<file path="src/rtl/pcp_pkg.sv">
// Shared types and WAYS-range checks for the partitioned PLRU set.
package pcp_pkg;

    typedef enum logic {
        IDLE  = 1'b0,
        FLUSH = 1'b1
    } pcp_state_e;

    localparam int MIN_WAYS = 2;
    localparam int MAX_WAYS = 16;

    function automatic bit ways_ok(input int w);
        return (w >= MIN_WAYS) && (w <= MAX_WAYS) && ((w & (w - 1)) == 0);
    endfunction

endpackage

</file>
<file path="src/rtl/pcp_victim_sel.sv">
// Combinational victim choice within one domain's ways: lowest invalid way,
// else lowest way with MRU clear, else lowest owned way.
module pcp_victim_sel #(
    parameter int WAYS = 8
) (
    input  logic [WAYS-1:0]         valid,
    input  logic [WAYS-1:0]         mru,
    input  logic [WAYS-1:0]         dom_mask,
    output logic [$clog2(WAYS)-1:0] victim,
    output logic                    found
);

    localparam int IDX_W = $clog2(WAYS);

    logic             have_inv;
    logic             have_old;
    logic [IDX_W-1:0] inv_idx;
    logic [IDX_W-1:0] old_idx;
    logic [IDX_W-1:0] any_idx;

    // Descending scan so the last assignment wins, leaving the lowest index.
    always_comb begin
        have_inv = 1'b0;
        have_old = 1'b0;
        inv_idx  = '0;
        old_idx  = '0;
        any_idx  = '0;
        for (int i = WAYS - 1; i >= 0; i--) begin
            if (dom_mask[i]) begin
                any_idx = IDX_W'(i);
                if (!valid[i]) begin
                    have_inv = 1'b1;
                    inv_idx  = IDX_W'(i);
                end
                if (!mru[i]) begin
                    have_old = 1'b1;
                    old_idx  = IDX_W'(i);
                end
            end
        end
    end

    // The any_idx fallback covers a domain left with all-MRU ways after a
    // repartition removed its only MRU-clear way.
    assign found  = |dom_mask;
    assign victim = have_inv ? inv_idx : (have_old ? old_idx : any_idx);

endmodule

</file>
<file path="src/rtl/partitioned_plru_set.sv">
// One cache set whose ways are split between two security domains, with
// per-domain MRU-bit pseudo-LRU and a way-by-way flush on repartition.
module partitioned_plru_set
    import pcp_pkg::*;
#(
    parameter int              WAYS       = 8,
    parameter int              TAG_W      = 20,
    parameter logic [WAYS-1:0] PART_RESET = WAYS'(8'hF0)
) (
    input  logic                    clk,
    input  logic                    reset,
    input  logic                    req_valid,
    output logic                    req_ready,
    input  logic                    req_domain,
    input  logic [TAG_W-1:0]        req_tag,
    output logic                    resp_valid,
    output logic                    resp_hit,
    output logic [$clog2(WAYS)-1:0] resp_way,
    output logic                    resp_fill,
    input  logic                    part_valid,
    input  logic [WAYS-1:0]         part_mask,
    output logic                    part_busy,
    output logic                    part_done,
    output logic [WAYS-1:0]         owner_mask,
    output pcp_state_e              dbg_state
);

    localparam int IDX_W = $clog2(WAYS);

    if (!ways_ok(WAYS)) begin : g_bad_ways
        $error("partitioned_plru_set: WAYS must be a power of two in 2..16");
    end

    // Handshake: a request is taken on a rising edge where req_valid && req_ready;
    // its response appears as a single-cycle resp_valid pulse on the next cycle.
    pcp_state_e       state_q, state_d;
    logic [WAYS-1:0]  valid_q, mru_q, owner_q, part_new_q, pending_q;
    logic [TAG_W-1:0] tag_q [WAYS];

    logic             resp_valid_q, resp_hit_q, resp_fill_q, part_done_q;
    logic [IDX_W-1:0] resp_way_q;

    logic             req_fire, part_fire;
    logic [WAYS-1:0]  dom_mask, hit_vec, acc_onehot, mru_set, mru_upd;
    logic             hit_any, found, do_access;
    logic [IDX_W-1:0] hit_idx, victim, acc_way;
    logic [IDX_W-1:0] flush_idx;
    logic [WAYS-1:0]  flush_onehot, pending_rest;
    logic             flush_last;

    assign req_fire  = req_valid && (state_q == IDLE);
    assign part_fire = part_valid && (state_q == IDLE);
    assign dom_mask  = req_domain ? owner_q : ~owner_q;

    always_comb begin
        hit_vec = '0;
        hit_idx = '0;
        for (int i = WAYS - 1; i >= 0; i--) begin
            hit_vec[i] = valid_q[i] && dom_mask[i] && (tag_q[i] == req_tag);
            if (hit_vec[i]) hit_idx = IDX_W'(i);
        end
    end

    assign hit_any = |hit_vec;

    pcp_victim_sel #(.WAYS(WAYS)) u_victim_sel (
        .valid    (valid_q),
        .mru      (mru_q),
        .dom_mask (dom_mask),
        .victim   (victim),
        .found    (found)
    );

    assign do_access  = req_fire && (hit_any || found);
    assign acc_way    = hit_any ? hit_idx : victim;
    assign acc_onehot = WAYS'(1) << acc_way;
    assign mru_set    = mru_q | acc_onehot;
    // Once every way of the domain is MRU, restart the epoch from the accessed way.
    assign mru_upd    = ((mru_set & dom_mask) == dom_mask) ?
                        ((mru_q & ~dom_mask) | acc_onehot) : mru_set;

    always_comb begin
        flush_idx = '0;
        for (int i = WAYS - 1; i >= 0; i--) begin
            if (pending_q[i]) flush_idx = IDX_W'(i);
        end
    end

    assign flush_onehot = pending_q & (WAYS'(1) << flush_idx);
    assign pending_rest = pending_q & ~flush_onehot;
    assign flush_last   = (pending_rest == '0);

    always_comb begin
        state_d = state_q;
        case (state_q)
            IDLE:    if (part_fire) state_d = FLUSH;
            FLUSH:   if (flush_last) state_d = IDLE;
            default: state_d = IDLE;
        endcase
    end

    always_ff @(posedge clk or posedge reset) begin
        if (reset) state_q <= IDLE;
        else       state_q <= state_d;
    end

    always_ff @(posedge clk or posedge reset) begin
        if (reset) begin
            valid_q      <= '0;
            mru_q        <= '0;
            owner_q      <= PART_RESET;
            part_new_q   <= '0;
            pending_q    <= '0;
            resp_valid_q <= 1'b0;
            resp_hit_q   <= 1'b0;
            resp_fill_q  <= 1'b0;
            resp_way_q   <= '0;
            part_done_q  <= 1'b0;
            for (int i = 0; i < WAYS; i++) tag_q[i] <= '0;
        end else begin
            resp_valid_q <= req_fire;
            resp_hit_q   <= req_fire && hit_any;
            resp_fill_q  <= req_fire && !hit_any && found;
            resp_way_q   <= do_access ? acc_way : '0;
            part_done_q  <= 1'b0;
            if (do_access) begin
                valid_q[acc_way] <= 1'b1;
                tag_q[acc_way]   <= req_tag;
                mru_q            <= mru_upd;
            end
            if (part_fire) begin
                part_new_q <= part_mask;
                pending_q  <= owner_q ^ part_mask;
            end
            if (state_q == FLUSH) begin
                if (pending_q != '0) begin
                    valid_q[flush_idx] <= 1'b0;
                    mru_q[flush_idx]   <= 1'b0;
                end
                pending_q <= pending_rest;
                if (flush_last) begin
                    owner_q     <= part_new_q;
                    part_done_q <= 1'b1;
                end
            end
        end
    end

    assign req_ready  = (state_q == IDLE);
    assign part_busy  = (state_q == FLUSH);
    assign part_done  = part_done_q;
    assign owner_mask = owner_q;
    assign resp_valid = resp_valid_q;
    assign resp_hit   = resp_hit_q;
    assign resp_way   = resp_way_q;
    assign resp_fill  = resp_fill_q;
    assign dbg_state  = state_q;

endmodule

</file>
<file path="config.mk">
export PLATFORM = sky130hd
export DESIGN_NAME = partitioned_plru_set
export DESIGN_NICKNAME = d
export VERILOG_FILES = /design/src/rtl/pcp_pkg.sv /design/src/rtl/pcp_victim_sel.sv /design/src/rtl/partitioned_plru_set.sv
export SDC_FILE = /design/constraint.sdc
export NUM_CORES = 1
export LEC_CHECK = 0
export ABC_AREA = 1
export CORE_MARGIN = 3
export CORE_UTILIZATION = 35
export CTS_BUF_LIST = sky130_fd_sc_hd__clkbuf_2 sky130_fd_sc_hd__clkbuf_4 sky130_fd_sc_hd__clkbuf_8
export DETAILED_ROUTE_END_ITERATION = 10
export PLACE_DENSITY = 0.6
export SLEW_MARGIN = 10
export SYNTH_ARGS = -nofsm -noshare
export SYNTH_HDL_FRONTEND = slang
export SYNTH_HIERARCHICAL = 1
export SYNTH_SLANG_ARGS = --single-unit
</file>
<file path="constraint.sdc">
create_clock -name clk -period 22.1 [get_ports clk]
set_clock_uncertainty 0.05 [all_clocks]
set_input_delay 4.42 -clock clk [delete_from_list [all_inputs] [get_ports clk]]
set_output_delay 4.42 -clock clk [all_outputs]
set_load 0.1 [all_outputs]
</file>
==> results of run 1 <==
==> layout make-up <==
type	count	area [sq um]	area share, %
tap	435	544	4.22
clock buffer	64	768	5.96
inverter	155	599	4.65
sequential	208	5210	40.4
clock inverter	5	58.8	0.456
timing repair buffer	51	508	3.94
multi-input combinational	1076	5200	40.3
==> stage by stage <==
| stage | total power, W | setup WS [ns] |
|---|---|---|
| global route | 0.00173 | 13.64 |
| finish | 0.00161 | 14.01 |
| floorplan | 0.00106 | 11.96 |
| detailed placement | 0.00121 | 13.44 |
| global placement | 0.00120 | 13.47 |
| CTS | 0.00162 | 14.00 |
==> layer usage <==
layer	vias up	share of wire, %
met4	0	4.0
met5	-	0
met3	79	6.0
met1	4739	46
met2	294	44
li1	4866	-
==> how the worst max path moves through the flow <==
stage / cells past startpoint / endpoint / start
global placement: 18 / mru_q[6]$_DFF_PP0_ / req_tag[0]
global route: 18 / tag_q[150]$_DFFE_PP0P_ / req_tag[2]
detailed placement: 14 / tag_q[150]$_DFFE_PP0P_ / req_tag[0]
finish: 14 / tag_q[150]$_DFFE_PP0P_ / req_tag[0]
CTS: 14 / tag_q[150]$_DFFE_PP0P_ / req_tag[0]
floorplan: 1 / dbg_state$_DFF_PP0_ / reset
==> registers in the layout (all words and copies together), names as in the netlist, 3 cells and up <==
| register | cells |
|---|---|
| mru_q | 8 |
| owner_mask | 8 |
| part_new_q | 8 |
| pending_q | 8 |
| resp_way | 3 |
| tag_q | 160 |
| valid_q | 8 |
==> cells in the mapped netlist (all sizes together) (4+ instances only) <==
cell type    n  area [sq um]
xnor2       15           154
dfrtp      204          5100
nor2       151           644
inv        155           592
o21ai      253          1370
or2          7          51.3
o22ai       13          81.3
dfstp        4           105
clkbuf       6          23.8
nand4        9          62.6
a21oi       28           151
xor2        23           201
o211ai       6          50.1
nand3       49           308
nor3         9          55.1
nand2      495          1920
a221oi       6          52.6
buf         67           490
==> cell families after synthesis <==
kind of cell           share of synthesized area (%)
AND/OR/NAND/NOR                                 26.5
buffers and inverters                           9.61
XOR/XNOR                                        3.09
flip-flops                                      45.3
AO/OA/AOI/OAI                                   15.5
==> power by group <==
part / switching (W) / total [W] / internal (W)
sequential: 0.000108 / 0.000618 / 0.000510
clock: 0.000167 / 0.000399 / 0.000231
combinational: 0.000392 / 0.000593 / 0.000201
total: 0.000668 / 0.00161 / 0.000943
==> cells in the final DEF (no fill, tap or decap), types with 27 or more instances in the layout <==
cell and n:
sky130_fd_sc_hd__clkbuf_8 46, sky130_fd_sc_hd__clkdlybuf4s50_1 50, sky130_fd_sc_hd__dfrtp_1 204, sky130_fd_sc_hd__inv_1 123, sky130_fd_sc_hd__inv_2 27, sky130_fd_sc_hd__nand2_1 479
sky130_fd_sc_hd__nand3_1 41, sky130_fd_sc_hd__nor2_1 141, sky130_fd_sc_hd__o21ai_0 95, sky130_fd_sc_hd__o21ai_1 131, sky130_fd_sc_hd__o21ai_2 27
==> worst max-delay path, stage by stage <==
cell and delay, ns:
sky130_fd_sc_hd__clkdlybuf4s50_1 0.52, sky130_fd_sc_hd__inv_1 0.78, sky130_fd_sc_hd__o21ai_0 0.20, sky130_fd_sc_hd__nor2_1 0.14, sky130_fd_sc_hd__nand2_1 0.06, sky130_fd_sc_hd__nor2_1 0.25, sky130_fd_sc_hd__nand3_1 0.22, sky130_fd_sc_hd__nand2_4 0.15
sky130_fd_sc_hd__nor2_8 0.05, sky130_fd_sc_hd__nand3_2 0.13, sky130_fd_sc_hd__nand2_4 0.09, sky130_fd_sc_hd__inv_4 0.12, sky130_fd_sc_hd__nand4_2 0.79, sky130_fd_sc_hd__o21ai_0 0.51
==> flow_summary_export.csv, run 1 <==
group,metric,value,unit
global_route,grt_antenna_before_repair,0,
sta,setup_viols_final,0,
flow_run,max_capacitance_violation_count,0,
critical_path,cp.required,22.46,ns
route,post-route-drc-count,0,
synth,ys_dominant_reg_cell,"sky130_fd_sc_hd__dfrtp_1",
sta,worst-slew-pin-transition,1.06,ns
cells_and_area,instances_no_fill,1994,
sta,holdWs,0.418,ns
placed_design,numPortBuffers,50,
clock_network,post_cts_resize_count,0,
clock_network,cts_made_buffers,39,
floorplan,fp.dieW,187,um
power,p_per_area,125,mW/mm^2
synth,mappedNetlistArea,0.0115,sq mm
cells_and_area,area_growth,11.9,%
floorplan,floorplan.die_area,0.0351,sq mm
route,detailedRoute.firstIterationViolations,896,
cells_and_area,drive_gt1_share,11.8,%
global_route,overflow,0,
synth,synthesized_nets,1545,
clock_network,clock_sink_count,208,
route,routed_wirelength,33700,um
critical_path,timing.critical_path.arrival,8.45,ns
synth,edff_count_synth,0,
sta,maxSlewViolCount,0,
route,ant_nets,0,
route,detailroute.via_count,9978,
global_route,grt_max_degree,130,
cells_and_area,diodes,0,
sta,timing.final.hold_violations,0,
sta,rsz0062_at_grt,"false",
sta,min_period,8.09,ns
synth,post_synth_inst_count,1512,
critical_path,rrSetupSlack,18.48,ns
cells_and_area,fillers,3299,
global_route,global_route.usage.met1,27.0,%
critical_path,cp_max_fo,42,
critical_path,timing.critical_path.to_type,"flip-flop",
critical_path,regToRegEndpoint,"tag_q[150]$_DFFE_PP0P_",
synth,async_reset_ff_share,100,%
route,detail_route.first_pass.iterations,5,
floorplan,boundaryPins,51,
synth,yosysUniqueCellTypes,48,
critical_path,rr_startpoint,"owner_mask[7]$_DFFE_PP1P_",
clock_network,cts-hold-fix-buffers,0,
min_path,hold_path.startpoint,"part_new_q[0]$_DFFE_PP0P_",
sta,timing.max_slew.rel_slack,29.2,%
floorplan,row_count,65,
cells_and_area,final_nets,1564,
critical_path,startpoint_type_of_the_worst_setup_path,"input pin",
clock_network,insertion_delay,0.55,ns
placed_design,dpl-instance-area,0.0121,sq mm
global_route,globalRouteMet2Util,29.7,%
floorplan,die_height,187,um
placed_design,place.detailed.instances,1925,
run_status,run_status,"finished clean",
clock_network,path_clk_slew,0.05,ns
route,drt-wirelength-per-cell,16.9,um
min_path,hold_path_depth,2,
cells_and_area,final_util,40.3,%
critical_path,r2r_cells,18,
synth,ys_seq_area_share,45.3,%
cells_and_area,final_cell_area,0.0129,sq mm
synth,synth-seq-cells,208,
clock_network,cts_tree,"built",
clock_network,clock_tree.buffer_depth,3,
global_route,global_route_wire_length_before_repair,53800,um
sta,setup_tns,0,ns
sta,post-route-period-util,36.6,%
placed_design,place.detailed.hpwl,22800,um
global_route,grt_util_all_layers,19.2,%
clock_network,htreeDepth,2,
placed_design,place.gp.congestion,0.880,
synth,synth_warnings,6,
global_route,grtUsageMet3,3.11,%
global_route,most_used_layer_global_route,"met2",
clock_network,postCtsSetupBuffers,0,
floorplan,floorplan.initialDensity,36.0,%
clock_network,ctsRootBufferMaster,"sky130_fd_sc_hd__clkbuf_8",
min_path,hp-class,"flip-flop to flip-flop",
power,ir_drop,0.0478,mV
route,via_per_inst,5.00,
sta,clock.fmax,124,MHz
power,leakage_power_total,6.03,nW
critical_path,setup.worst_path.class,"input pin to flip-flop",
floorplan,fp.coreArea,0.0320,sq mm
min_path,min_delay_worst_endpoint,"owner_mask[0]$_DFFE_PP0P_",
global_route,via_count_of_the_first_global_routing_pass,9390,
synth,postSynthAreaPerCell,7.61,sq um
(Power assumes the default switching activity.)
==> run 2, diff against run 1 <==
==> constraint.sdc (replaced) <==
create_clock -name clk -period 8.2 [get_ports clk]
set_clock_uncertainty 0.05 [all_clocks]
set_input_delay 1.64 -clock clk [delete_from_list [all_inputs] [get_ports clk]]
set_output_delay 1.64 -clock clk [all_outputs]
set_load 0.1 [all_outputs]
==> run 2 against run 1 <==
- sequential share of layout area unchanged
- power rose to 2.7 times the previous value
- combinational power rose to 2.7 times the previous value
- non-clock buffer count is the same
- count of clock-buffer cells in the layout rose by 2
- via count about the same
==> flow_summary_export.csv, run 2 (same netlist as run 1, synthesis figures left out) <==
group,metric,value,unit
run_status,run_status,"finished clean",
cells_and_area,most-common-layout-cells,"sky130_fd_sc_hd__nand2_1 (479), sky130_fd_sc_hd__dfrtp_1 (204), sky130_fd_sc_hd__nor2_1 (141)",
floorplan,fp.coreArea,0.0320,sq mm
route,wl_met3,1810,um
route,routed_wirelength,33800,um
route,via_per_inst,5.00,
cells_and_area,largest_register_ffs,160,
cells_and_area,largest-register,"tag_q",
sta,clock.fmax,190,MHz
global_route,grt_max_degree,130,
sta,setup_tns,0,ns
critical_path,cp.required,8.63,ns
critical_path,startpoint,"req_tag[0]",
floorplan,fp.dieW,187,um
clock_network,insertion_delay,0.55,ns
cells_and_area,register_area,0.00521,sq mm
cells_and_area,multiInputGateArea,0.00520,sq mm
sta,timing.final.hold_violations,0,
min_path,hold_path_depth,2,
min_path,hold_path.startpoint,"part_new_q[5]$_DFFE_PP0P_",
sta,maxSlewViolCount,0,
placed_design,place.detailed.hpwl,22800,um
min_path,hp-class,"flip-flop to flip-flop",
route,detailedRoute.firstIterationViolations,961,
critical_path,rr_startpoint,"owner_mask[6]$_DFFE_PP1P_",
cells_and_area,area_growth,11.9,%
global_route,global_route_wire_length_before_repair,53900,um
clock_network,cts-hold-fix-buffers,0,
clock_network,clock_tree.buffer_depth,3,
cells_and_area,fillers,3296,
global_route,via_count_of_the_first_global_routing_pass,9504,
route,detail_route.first_pass.iterations,5,
critical_path,startpoint_type_of_the_worst_setup_path,"input pin",
clock_network,postCtsSetupBuffers,0,
sta,timing.max_slew.rel_slack,28.8,%
flow_run,max_capacitance_violation_count,0,
power,ir_drop,0.117,mV
sta,rsz0062_at_grt,"false",
critical_path,r2r_cells,18,
sta,worst-slew-pin-transition,1.07,ns
sta,setup_viols_final,0,
cells_and_area,drive_gt1_share,11.8,%
power,p_per_area,336,mW/mm^2
global_route,grt_util_all_layers,19.1,%
floorplan,floorplan.die_area,0.0351,sq mm
clock_network,post_cts_resize_count,0,
critical_path,timing.critical_path.arrival,5.68,ns
placed_design,place.gp.congestion,0.883,
placed_design,numPortBuffers,50,
route,detailroute.via_count,9970,
clock_network,cts_tree,"built",
clock_network,htreeDepth,2,
global_route,overflow,0,
min_path,min_delay_worst_endpoint,"owner_mask[5]$_DFFE_PP1P_",
floorplan,boundaryPins,51,
route,met1_layer_wirelength_in_the_final_routing,15700,um
critical_path,regToRegEndpoint,"tag_q[144]$_DFFE_PP0P_",
critical_path,rrSetupSlack,4.54,ns
cells_and_area,mostFrequentLayoutCell,"sky130_fd_sc_hd__nand2_1",
route,drt-wirelength-per-cell,16.9,um
cells_and_area,final_util,40.3,%
sta,post-route-period-util,64.1,%
cells_and_area,diodes,0,
route,maxUsedRoutingLayer,"met4",
clock_network,cts_made_buffers,40,
power,leakage_power_total,6.03,nW
global_route,grt_antenna_before_repair,0,
critical_path,cp_max_fo,42,
clock_network,path_clk_slew,0.06,ns
floorplan,row_count,65,
cells_and_area,instances_no_fill,1994,
clock_network,ctsRootBufferMaster,"sky130_fd_sc_hd__clkbuf_8",
route,post-route-drc-count,0,
floorplan,floorplan.initialDensity,36.0,%
route,detailroute.wirelength.met2,15500,um
sta,min_period,5.25,ns
floorplan,die_height,187,um
cells_and_area,final_nets,1565,
clock_network,clock_sink_count,208,
placed_design,place.detailed.instances,1925,
critical_path,setup.worst_path.class,"input pin to flip-flop",
route,ant_nets,0,
critical_path,timing.critical_path.to_type,"flip-flop",
run 2: how the worst max path moves through the flow:
stage | endpoint | depth (start not counted) | slack (ns)
after CTS | tag_q[149]$_DFFE_PP0P_ | 14 | 2.91
final | mru_q[4]$_DFF_PP0_ | 18 | 2.95
after global routing | tag_q[157]$_DFFE_PP0P_ | 14 | 2.50
after global placement | mru_q[6]$_DFF_PP0_ | 18 | 2.35
after floorplan | dbg_state$_DFF_PP0_ | 1 | 0.84
after detailed placement | tag_q[144]$_DFFE_PP0P_ | 14 | 2.31
run 2: worst max-delay path, cell delays in order:
cell,delay (ns)
sky130_fd_sc_hd__clkdlybuf4s50_1,0.52
sky130_fd_sc_hd__inv_1,0.76
sky130_fd_sc_hd__o22ai_1,0.18
sky130_fd_sc_hd__nor2_1,0.14
sky130_fd_sc_hd__nand2_1,0.06
sky130_fd_sc_hd__nor2_1,0.20
sky130_fd_sc_hd__nand3_1,0.20
sky130_fd_sc_hd__nand2_2,0.16
sky130_fd_sc_hd__nor2_4,0.07
sky130_fd_sc_hd__nand2_2,0.09
sky130_fd_sc_hd__nand2_2,0.07
sky130_fd_sc_hd__nand2_4,0.15
sky130_fd_sc_hd__inv_2,0.15
sky130_fd_sc_hd__nor2_8,0.14
sky130_fd_sc_hd__nand3_2,0.64
sky130_fd_sc_hd__a21oi_1,0.36
sky130_fd_sc_hd__nand2_1,0.08
sky130_fd_sc_hd__inv_1,0.05
run 2: cell type report:
| class | count | share of cell area (%) |
|---|---|---|
| Tap cell | 435 | 4.22 |
| Multi-Input combinational cell | 1076 | 40.3 |
| Timing Repair Buffer | 51 | 3.94 |
| Clock inverter | 3 | 0.146 |
| Sequential cell | 208 | 40.4 |
| Clock buffer | 66 | 6.27 |
| Inverter | 155 | 4.65 |
run 2: metrics by stage:
step                hold slack [ns]  setup WS (ns)  instance area (sq um)  power (W)
floorplan                     0.392          0.836                  11500    0.00286
global placement              0.397           2.35                  12100    0.00324
detailed placement            0.410           2.31                  12100    0.00326
CTS                           0.422           2.91                  12900    0.00435
global route                  0.446           2.50                  12900    0.00465
finish                        0.423           2.95                  12900    0.00433
run 2: power breakdown:
group | leakage, nW | switching, W | internal, W | total (W)
Combinational | 2.81 | 0.00106 | 0.000542 | 0.00160
Sequential | 2.78 | 0.000292 | 0.00138 | 0.00167
Clock | 0.445 | 0.000448 | 0.000618 | 0.00107
Total | 6.03 | 0.00180 | 0.00254 | 0.00433
run 2: metal layers:
metal,vias to the layer above,GRT usage (%)
li1,4870,-
met1,4765,26.9
met2,280,30.7
met3,55,2.94
met4,0,5.57
met5,-,0
==> patch 1 (flow settings as in run 1) <==
`WAYS` is set to 8 in 2 places; all go to 4.
--- a/src/rtl/pcp_victim_sel.sv
+++ b/src/rtl/pcp_victim_sel.sv
@@ -2,5 +2,5 @@
 // else lowest way with MRU clear, else lowest owned way.
 module pcp_victim_sel #(
-    parameter int WAYS = 8
+    parameter int WAYS = 4
 ) (
     input  logic [WAYS-1:0]         valid,
--- a/src/rtl/partitioned_plru_set.sv
+++ b/src/rtl/partitioned_plru_set.sv
@@ -4,5 +4,5 @@
     import pcp_pkg::*;
 #(
-    parameter int              WAYS       = 8,
+    parameter int              WAYS       = 4,
     parameter int              TAG_W      = 20,
     parameter logic [WAYS-1:0] PART_RESET = WAYS'(8'hF0)
Ports: changed (resized owner_mask, part_mask and resp_way); port bits go from 51 to 42. No check against the original RTL was run, so the function may have changed too.
==> patch 1 against run 1 <==
  * Total power fell by 45%
  * Area after synthesis fell by 49%
  * Core utilization rose by 0.96 points
  * Worst setup slack improved by 0.84 ns
  * Global-route usage fell by 1.8 points
  * Routed wire length fell by 56%
  * Cell area fell by 49%
  * Sequential cell count fell by 101
  * Critical path type unchanged
  * Critical endpoint is now mru_q[0]$_DFF_PP0_
==> patch 1: results (changes against run 1) <==
| Metric | Value |
|---|---|
| Max reg flops | 80 (-50%) |
| Netlist cell types | 32 (-33%) |
| Crit path largest cell delay | 0.56 ns (-0.23 ns) |
| Primary FF master, synth | dfrtp_1 |
| Biggest register | tag_q |
| Top delay family on crit path | simple AND/OR/NAND/NOR gates |
| Ant. Diodes | 0 (unchanged) |
| Wire per inst | 13.4 um (-21%) |
| Setup Slack @ Placement | 14.48 ns (+1.03 ns) |
| Sequential share of the synthesized area | 0.460 (+0.00751) |
| Ys async rst share | 1.00 (unchanged) |
| I/O Buffers | 41 (-18%) |
| H-tree depth | 3 (+1) |
| LEAKAGE | 3.41 nW (-44%) |
| Avg Inst Size Synth | 6.82 um^2 (-10%) |
| Worst hold path type | reg -> reg |
| CP Data Arrival Time | 7.46 ns (-0.99 ns) |
| Dpl cells | 1097 (-43%) |
| First-pass DRT Iterations | 5 (unchanged) |
| Fraction of layout cells with a size suffix above 1 | 0.0669 (-0.0511) |
| Syn nets | 883 (-43%) |
| Largest net degree at the start of global routing | 65 (-50%) |
| Synthesis warning total | 6 (unchanged) |
| Clock latency on the worst-skew pair | 0.40 ns (-0.15 ns) |
| DR iter-0 viols | 405 (-55%) |
| First-pass GRT wire length | 24.6 mm (-54%) |
| Clock Path Buffers | 2 (-1) |
| Crit path max fanout | 21 (-50%) |
| Slew HR | 0.347 (+0.0556) |
| Tot GR Track Use | 0.173 (-0.0184) |
| Root Driver | clkbuf_8 |
| CTS buffer count | 9 (-77%) |
| Vias in the first global route | 4745 (-49%) |
| Final Hold Fails | 0 (unchanged) |
| Post-CTS setup buffer count | 0 (unchanged) |
| Initial antenna violation count | 0 (unchanged) |
| Drt drc | 0 (unchanged) |
| Post-DP Area | 6420 um^2 (-47%) |
| Most frequent cells after synthesis | nand2_1 (355), dfrtp_1 (107), inv_1 (101), nor2_1 (74), o21ai_0 (62) |
| Total wire length | 14.9 mm (-56%) |
| Synth area leaders | dfrtp_1 (46%), nand2_1 (23%), inv_1 (6.5%), o21ai_0 (5.3%), o21ai_1 (4.8%) |
| DP HPWL | 10.8 mm (-53%) |
| Gpl congestion | 0.834 (-5.3%) |
| Worst-path clk slew | 0.11 ns (+0.06 ns) |
| Slowest CP cell | clkdlybuf4s50_1 |
| Final net count | 921 (-41%) |
| Post-CTS sizing | 0 (unchanged) |
| Vias per cell | 4.58 (-8.6%) |
| Setup tns final | 0 ns (unchanged) |
| Status | complete, no violations |
| Worst vdd ir | 0.0528 mV (+10%) |
## patch 1: metrics by stage
| stage | power [mW] | hold slack [ns] |
|---|---|---|
| finish | 0.880 | 0.444 |
| detailed placement | 0.754 | 0.418 |
| global route | 0.960 | 0.471 |
| global placement | 0.750 | 0.410 |
| floorplan | 0.651 | 0.399 |
| CTS | 0.885 | 0.444 |
## patch 1: per-layer routing
metal  up-vias  routed length, um  GRT usage  part of all wire
met2        88               6300      0.250              0.42
met4         0                269     0.0538             0.018
met3        17                598     0.0291             0.040
li1       2697                  -          -                 -
met5         -                  0          0                 0
met1      2290               7700      0.265              0.52
## patch 1: area by class of cell
cell class | count | area [um^2]
clock buffers | 11 | 145
clock inverters | 5 | 61.3
fillers | 1680 | 9430
inverters | 129 | 487
multi-input cells | 601 | 2550
flip-flops and latches | 107 | 2680
well taps | 216 | 270
repair buffers | 44 | 433
## patch 1: cell families (layout without fill, tap and decap cells)
logic type	after synthesis	after routing	synth area share
and+or+nand+nor	463	463	0.313
buffers and inverters	146	189	0.101
AOI/OAI and AO/OA	137	137	0.124
DFF	107	107	0.460
xor gates and xnor gates	1	1	0.00151
## patch 1: power breakdown
group	switching, mW	leakage (nW)	total [mW]	internal (mW)
sequential	0.0618	1.35	0.344	0.282
combinational	0.278	1.95	0.406	0.129
clock	0.0725	0.107	0.130	0.0575
## patch 1: tightest hold or removal path, delay by kind of cell (launching register included)
kind	cells	cell delay, ns
flops	1	0.36
compound gates	1	0.06
simple gates	1	0.05
## patch 1: worst paths after layout
| check | start | end | slack [ns] | cells past startpoint |
|---|---|---|---|---|
| min in group asynchronous | reset | tag_q[38]$_DFFE_PP0P_ | 4.48 | 2 |
| worst max register to register | owner_mask[1]$_DFFE_PP0P_ | mru_q[0]$_DFF_PP0_ | 19.02 | 18 |
| worst min register to register | part_new_q[3]$_DFFE_PP0P_ | owner_mask[3]$_DFFE_PP0P_ | 0.44 | 2 |
| worst min-delay path | part_new_q[3]$_DFFE_PP0P_ | owner_mask[3]$_DFFE_PP0P_ | 0.44 | 2 |
| worst max-delay path | req_tag[6] | mru_q[0]$_DFF_PP0_ | 14.85 | 17 |
| max in group asynchronous | reset | tag_q[42]$_DFFE_PP0P_ | 16.41 | 3 |
==> patch 2 (settings of run 1) <==
Made on the original files. Put one more register stage on the output `dbg_state`, without a reset. The value now appears one clock later. The other outputs are not delayed to match.
--- a/src/rtl/partitioned_plru_set.sv
+++ b/src/rtl/partitioned_plru_set.sv
@@ -155,5 +155,7 @@
     assign resp_way   = resp_way_q;
     assign resp_fill  = resp_fill_q;
-    assign dbg_state  = state_q;
+    always_ff @(posedge clk) begin
+        dbg_state <= state_q;
+    end
 
 endmodule
Behaviour: not the same (a bounded check fails within 4 cycles, from zero or initial values and one cycle with reset high).
==> patch 2 against run 1 <==
  * Maximum frequency grew 0.96%
  * Total power increased by 0.32%
  * Area after synthesis up 0.11%
  * Routed wire length decreased by 0.93%
  * Sequential share of layout area hardly changed
  * Non-clock buffer count stayed put
  * Cell area rose by 0.34%
  * Worst setup slack improved by 0.077 ns
  * Final cell count up 0.20%
  * First-iteration DRC count decreased by 16%
  * Sequential cell count up 1
  * Clock power is 2% higher
  * Critical endpoint is now tag_q[158]$_DFFE_PP0P_
  * Largest cell class unchanged
  * Highest routed layer unchanged
==> patch 2: results (changes against run 1) <==
| Metric | Value |
|---|---|
| Hold path depth | 2 (unchanged) |
| HP Start | part_new_q[0]$_DFFE_PP0P_ |
| DP HPWL | 22.8 mm (about the same) |
| Final net count | 1567 (+0.19%) |
| Clock Path Buffers | 3 (unchanged) |
| H-tree depth | 2 (unchanged) |
| FILL cells | 3386 (+2.6%) |
| Post-DP Area | 12100 um^2 (+0.17%) |
| Setup Slack @ Placement | 13.52 ns (+0.0709 ns) |
| Biggest register | tag_q |
| Initial antenna violation count | 0 (unchanged) |
| Ys async rst share | 0.995 (-0.00478) |
| Slowest CP cell | nand4_2 |
| Netlist cell types | 49 (+2.1%) |
| I/O Buffers | 50 (unchanged) |
| Worst r2r src | owner_mask[6]$_DFFE_PP1P_ |
| Status | complete, no violations |
| Avg Inst Size Synth | 7.62 um^2 (+0.11%) |
| Compound-Gate Fraction of Synth Area | 0.155 (-0.000168) |
| XOR/XNOR Fraction of Synth Area | 0.0308 (-0.0000335) |
| LEAKAGE | 6.06 nW (+0.45%) |
| Crit path largest cell delay | 0.78 ns |
| Synthesis warning total | 6 (unchanged) |
| Top delay family on crit path | simple AND/OR/NAND/NOR gates |
| Slew HR | 0.300 (+0.00840) |
| Worst hold path type | reg -> reg |
| Vias per cell | 4.94 (-1.4%) |
| Total wire length | 33.4 mm (-0.93%) |
| Ant. Diodes | 0 (unchanged) |
| Fraction of layout cells with a size suffix above 1 | 0.120 (+0.00162) |
| Reg2reg path depth | 18 (unchanged) |
| DR iter-0 viols | 752 (-16%) |
| Post-CTS setup buffer count | 0 (unchanged) |
| Post-synthesis mux area share | 0 (unchanged) |
| Drt drc | 0 (unchanged) |
| Clock latency on the worst-skew pair | 0.55 ns (about the same) |
| Tot GR Track Use | 0.192 (about the same) |
| Wire per inst | 16.7 um (-1.1%) |
| Crit path launch | req_tag[0] |
| First-pass GRT wire length | 53.7 mm (about the same) |
| Root Driver | clkbuf_8 |
| Vias in the first global route | 9651 (+2.8%) |
| Worst-path clk slew | 0.06 ns |
| Crit path max fanout | 42 (unchanged) |
| Max reg flops | 160 (unchanged) |
| CP Data Arrival Time | 8.39 ns (-0.06 ns) |
| Gpl congestion | 0.894 (+1.6%) |
| First-pass DRT Iterations | 5 (unchanged) |
| Post-CTS sizing | 0 (unchanged) |
| Most frequent cells after synthesis | nand2_1 (479), dfrtp_1 (204), nor2_1 (141), o21ai_1 (131), inv_1 (124) |
| Worst vdd ir | 0.0526 mV (+9.9%) |
| Dpl cells | 1926 (+0.052%) |
| Adder-Cell Fraction of Synth Area | 0 (unchanged) |
| CTS buffer count | 41 (+5.1%) |
| Sequential share of the synthesized area | 0.454 (+0.00125) |
| Synth area leaders | dfrtp_1 (44%), nand2_1 (16%), o21ai_1 (5.7%), nor2_1 (4.6%), o21ai_0 (4.1%) |
| Syn nets | 1545 (unchanged) |
| Largest net degree at the start of global routing | 130 (unchanged) |
[patch 2: power breakdown]
group          leakage [nW]  switching (mW)  internal, mW  total [mW]
Sequential             2.79           0.108         0.512       0.621
Combinational          2.81           0.387         0.201       0.587
Clock                 0.460           0.169         0.239       0.407
Total                  6.06           0.664         0.952        1.62
[patch 2: worst reg2reg max path, cell delays in order, from the launching register on]
cell and delay, ns:
dfstp_2 0.56, inv_1 0.07, nand2_1 0.06, nand2_1 0.14, inv_1 0.18, inv_2 0.06, o21ai_1 0.14, o21ai_1 0.08
o21ai_1 0.12, nand2_1 0.07, nand2_1 0.06, nand2_1 0.05, nand2_1 0.05, nand2_1 0.10, nand3_2 0.15, nand2_4 0.09
inv_4 0.12, nand4_2 0.78, o21ai_0 0.52
[patch 2: final cells by class]
class | count | share of cell area
sequential | 209 | 0.404
multi-input combinational | 1076 | 0.402
clock buffer | 67 | 0.0616
inverter | 155 | 0.0464
tap | 435 | 0.0421
timing repair buffer | 51 | 0.0393
clock inverter | 5 | 0.00416
[patch 2: path summary, 6_finish.rpt]
path,slack (ns),endpoint
max,14.09,tag_q[158]$_DFFE_PP0P_
min,0.42,owner_mask[0]$_DFFE_PP0P_
max reg2reg,18.56,tag_q[158]$_DFFE_PP0P_
min reg2reg,0.42,owner_mask[0]$_DFFE_PP0P_
max in group asynchronous,15.91,tag_q[15]$_DFFE_PP0P_
min in group asynchronous,4.42,part_new_q[7]$_DFFE_PP0P_
[patch 2: cells by family (layout without fill, tap and decap cells)]
family / count (synthesis) / in the layout
and+or+nand+nor: 722 / 722
AOI/OAI and AO/OA: 316 / 316
buffers and inverters: 227 / 278
DFF: 209 / 209
xor gates and xnor gates: 38 / 38
[patch 2: metal layers]
layer,wire length [um],up-vias,part of all wire,GRT usage
met5,0,-,0,0
met4,1140,0,0.034,0.0670
met3,1830,75,0.055,0.0394
met2,14900,232,0.45,0.302
met1,15500,4697,0.46,0.263
li1,-,4859,-,-
[patch 2: metrics by stage]
step | hold slack [ns] | utilization
floorplan | 0.392 | -
global placement | 0.398 | 0.377
global route | 0.458 | 0.404
detailed placement | 0.403 | 0.377
CTS | 0.424 | 0.404
finish | 0.420 | 0.404
